<file path="src/rtl/mult16_seq_pkg.sv">
// Shared definitions for the sequential 16x16 shift-and-add multiplier.
//   WIDTH     : operand width, tied to the 16-bit adder used for partial sums
//   CNT_W     : iteration counter width, holds 0..WIDTH
//   PROD_W    : product width (2*WIDTH)
//   state_t   : control FSM states IDLE -> CALC -> DONE -> IDLE
package mult16_seq_pkg;

  localparam int WIDTH  = 16;
  localparam int CNT_W  = 5;
  localparam int PROD_W = 2 * WIDTH;

  // Counter value seen on the final CALC edge (iterations 0..WIDTH-1).
  localparam logic [CNT_W-1:0] LAST_ITER = CNT_W'(WIDTH - 1);

  typedef enum logic [1:0] {
    ST_IDLE = 2'd0,
    ST_CALC = 2'd1,
    ST_DONE = 2'd2
  } state_t;

endpackage

</file>
<file path="src/rtl/mult16_seq_adder16.sv">
// 16-bit ripple adder with carry in/out; produces one partial-product sum per
// clock for the multiplier.
//   a, b  : 16-bit addends
//   cin   : carry in
//   sum   : 16-bit sum
//   cout  : carry out
module adder16 (
  input  logic [15:0] a,
  input  logic [15:0] b,
  input  logic        cin,
  output logic [15:0] sum,
  output logic        cout
);

  assign {cout, sum} = {1'b0, a} + {1'b0, b} + {16'h0000, cin};

endmodule

</file>
<file path="src/rtl/mult16_seq.sv">
// Sequential 16x16 unsigned shift-and-add multiplier with a 32-bit product.
// One conditional add of the multiplicand into the upper accumulator half per
// clock, followed by a right shift; 16 iterations per multiply.
//   clk     : rising-edge clock
//   rst     : asynchronous active-high reset
//   start   : request, only honoured in IDLE
//   a, b    : multiplicand / multiplier, captured on an accepted start
//   busy    : high while iterating
//   done    : one-cycle pulse when product is updated
//   product : result register, held until the next result is written
module mult16_seq
  import mult16_seq_pkg::*;
(
  input  logic              clk,
  input  logic              rst,
  input  logic              start,
  input  logic [WIDTH-1:0]  a,
  input  logic [WIDTH-1:0]  b,
  output logic              busy,
  output logic              done,
  output logic [PROD_W-1:0] product
);

  state_t             state;
  state_t             state_nxt;
  logic [CNT_W-1:0]   count;
  logic [WIDTH-1:0]   mcand;
  logic [PROD_W-1:0]  acc;
  logic [PROD_W-1:0]  acc_nxt;
  logic [WIDTH-1:0]   add_sum;
  logic               add_cout;
  logic [WIDTH-1:0]   part_s;
  logic               part_c;

  adder16 u_add (
    .a    (acc[PROD_W-1:WIDTH]),
    .b    (mcand),
    .cin  (1'b0),
    .sum  (add_sum),
    .cout (add_cout)
  );

  // Multiplier LSB selects add-or-pass; the adder carry re-enters at the top
  // of the shifted accumulator so the 33-bit intermediate never overflows.
  always_comb begin
    part_c = 1'b0;
    part_s = acc[PROD_W-1:WIDTH];
    if (acc[0]) begin
      part_c = add_cout;
      part_s = add_sum;
    end
    acc_nxt = {part_c, part_s, acc[WIDTH-1:1]};
  end

  always_ff @(posedge clk or posedge rst) begin
    if (rst) begin
      state <= ST_IDLE;
    end else begin
      state <= state_nxt;
    end
  end

  always_comb begin
    state_nxt = state;
    case (state)
      ST_IDLE: if (start) state_nxt = ST_CALC;
      ST_CALC: if (count == LAST_ITER) state_nxt = ST_DONE;
      ST_DONE: state_nxt = ST_IDLE;
      default: state_nxt = ST_IDLE;
    endcase
  end

  always_ff @(posedge clk or posedge rst) begin
    if (rst) begin
      count   <= '0;
      mcand   <= '0;
      acc     <= '0;
      product <= '0;
    end else begin
      case (state)
        ST_IDLE: begin
          if (start) begin
            mcand <= a;
            acc   <= {{WIDTH{1'b0}}, b};
            count <= '0;
          end
        end
        ST_CALC: begin
          acc   <= acc_nxt;
          count <= count + 1'b1;
          if (count == LAST_ITER) begin
            product <= acc_nxt;
          end
        end
        default: ;
      endcase
    end
  end

  // Both flags decode the state register, so they are glitch-free and
  // mutually exclusive.
  assign busy = (state == ST_CALC);
  assign done = (state == ST_DONE);

endmodule

</file>
<file path="config.mk">
export PLATFORM = sky130hd
export DESIGN_NAME = mult16_seq
export DESIGN_NICKNAME = d
export VERILOG_FILES = /design/src/rtl/mult16_seq_pkg.sv /design/src/rtl/mult16_seq_adder16.sv /design/src/rtl/mult16_seq.sv
export SDC_FILE = /design/constraint.sdc
export NUM_CORES = 1
export LEC_CHECK = 0
export CAP_MARGIN = 20
export CORE_AREA = 2 2 88 82
export DETAILED_ROUTE_END_ITERATION = 8
export DIE_AREA = 0 0 90 84
export DONT_BUFFER_PORTS = 1
export GPL_ROUTABILITY_DRIVEN = 1
export PLACE_DENSITY = 0.88
export SYNTH_ARGS = -nofsm -noshare
export SYNTH_HDL_FRONTEND = slang
export SYNTH_SLANG_ARGS = --single-unit
</file>
<file path="constraint.sdc">
create_clock -name clk -period 4.5 [get_ports clk]
set_clock_uncertainty 0.15 [all_clocks]
set_input_delay 0.675 -clock clk [delete_from_list [all_inputs] [get_ports clk]]
set_output_delay 0.675 -clock clk [all_outputs]
set_load 0.02 [all_outputs]
</file>
==> results.yml <==
finish:
  area_growth_pct: 7.57
  diodes: 0
  fin_area_um2: 4750
  nets: 466
  instances_no_fill: 510
  fillerInstances: 500
  drive_gt1_share_pct: 14.6
sta:
  rsz0062_at_grt: "false"
  worst_slew_pin_slew_ps: 1060
  fin_crit_sh_pct: 68.6
  setup_ws_ps: 1420
  fin_crit_ps: 3080
  finalSetupViolations: 0
  slew_viol_final: 0
  tns_ps: 0
  relSlewSlack_pct: 29.5
  hold_viol: 4
  fmaxAchievable_mhz: 324
  whs_ps: -2.27
die:
  dieArea_um2: 7560
  rows: 29
  core-area_um2: 6750
  fp.dieH_um: 84
  ioPinCount: 69
  die_width_um: 90
  initial_core_util_pct: 65.4
detailed_routing:
  drt-total-wl_mm: 9.22
  routed_via_density: 6.29
  first_pass_iters: 4
  drc: 0
  ant_nets: 0
  drtIter0Drc: 246
  vias: 3206
  wl_per_cell_um: 18.1
global_route:
  grt_usage_pct: 25.7
  globalRouteOverflowTotal: 0
  grt_pass1_vias: 3164
  grt_max_degree: 66
  antenna_found_initial: 0
  grt_pass1_wl_mm: 15.6
logic_synthesis:
  synthCells: 420
  synth_top_area_share_pct: 49.3
  synth_flop_cell: "dfrtp_1"
  ys_seq_area_share_pct: 49.3
  ys_seq_elements: 87
  ys_top_cells_by_area: "dfrtp_1 (49%), mux2_2 (7.7%), o21ai_0 (6.6%)"
  netlist_area_um2: 4410
  synth.most_common_cell: "dfrtp_1"
  synthTopCellsByCount: "dfrtp_1 (87), o21ai_0 (58), nand2_1 (49), a21oi_1 (34), mux2_2 (30)"
  synth_edf_count: 0
  avgSynthCellArea_um2: 10.5
  ys_types: 49
  async_reset_ff_share_pct: 100
  yosys.area.top_type: "dfrtp_1"
  synthesis.nets: 474
  ys.warnings.count: 0
cts:
  numCtsBuffers: 9
  cts-resized-gates: 0
  clk_latency_ps: 360
  h-tree-depth: 3
  clk_pin_slew_ps: 90
  post_cts_buffers: 0
  root_buffer: "clkbuf_8"
  clock_sinks: 87
  clockBufferDepth: 2
  cts_tree: "done"
  holdBufCountCts: 0
run_status:
  outcome: "complete, but fails checks"
  violations: "negative hold slack"
placement:
  dpl_cell_area_um2: 4440
  io_buffers: 0
  gp_congestion: 0.927
  place_inst: 492
  post-place-ws_ps: 1480
  hpwl_mm: 6.07
worst_setup_path:
  crit_slowest_cell: "dfrtp_1"
  cp_data_arrival_time_ps: 3210
  start_kind: "flip-flop"
  required_ps: 4630
  path_class: "reg -> reg"
  end_kind: "flip-flop"
  reg2reg_slack_ps: 1420
  crit_chain: "nand2b_2, inv_2, nand2_2, nor3b_1, a21oi_1, o21ai_0"
  crit_fanout: 51
  max_stage_delay_ps: 880
power_and_ir_drop:
  p_per_area_nw_per_um2: 869
  peakVddDrop_v: 0.000544
  power.static_leakage_nw: 2.07
job:
  max_cap_viol_count: 0
hold_path:
  hold_class: "in -> async"
## worst max-delay path: cells and delay by family (launching register included)
kind / cells / cell delay (ps)
and+or+nand+nor: 3 / 1380
buffers and inverters: 1 / 380
AOI/OAI and AO/OA: 2 / 180
DFF: 1 / 880
## flip-flops by register name, indices dropped and copies added, names as in the netlist
register and cells:
mcand 16, count 5, product 32, state 2, acc 32
## stage by stage
stage	total power [mW]	util, %
floorplan	2.99	-
global placement	3.27	65.9
detailed placement	3.38	65.9
CTS	4.11	69.8
global route	4.42	70.3
finish	4.12	70.3
## where the power goes
group,internal (mW),leakage (nW),total (mW),switching (mW)
registers,1.16,1.06,1.68,0.525
logic,0.773,0.882,1.73,0.959
clock network,0.428,0.131,0.709,0.281
## per-layer routing
layer	vias to the layer above	track usage (%)	wire length, µm	share of wire, %
li1	1491	-	-	-
met1	1584	34.1	3960	43
met2	112	40.5	4500	49
met3	19	6.59	556	6.0
met4	0	10.8	210	2.3
met5	-	0	0	0
## final timing paths
path | start | endpoint | depth (start not counted)
min reg2reg | count[4] | count[4] | 2
min | rst | product[27] | 1
max reg2reg | state[0] | product[25] | 6
min in group clk | a[15] | mcand[15] | 1
max in group asynchronous | rst | count[4] | 3
max | state[0] | product[25] | 6
## cell families after synthesis
family	Yosys count	share of synthesized area, %
AO/OA/AOI/OAI	136	18.5
XOR/XNOR	14	2.78
adder cells (fa/ha/maj)	19	5.56
buffers and inverters	31	3.12
flip-flops	87	49.3
multiplexers	40	9.92
AND/OR/NAND/NOR	93	10.7
## final cells by class
cell class | instances | area (µm²) | share of cell area (%)
multi-input cells | 302 | 2100 | 44.3
flip-flops and latches | 87 | 2180 | 45.9
well taps | 93 | 116 | 2.45
clock buffers | 9 | 124 | 2.61
repair buffers | 4 | 50.0 | 1.05
clock inverters | 7 | 144 | 3.03
inverters | 8 | 31.3 | 0.659
## placed cells by master, fill, tap and decap left out, types with 7 or more instances in the layout
master / count
nor3b_1: 8
dfrtp_1: 87
o21ai_0: 58
ha_1: 18
mux2_2: 30
clkbuf_8: 9
a22oi_1: 13
xnor2_1: 8
mux2i_1: 10
nand2_1: 48
and3b_1: 7
a21oi_1: 34
nor2b_1: 11
No activity file was read; power rests on OpenSTA's default activity.
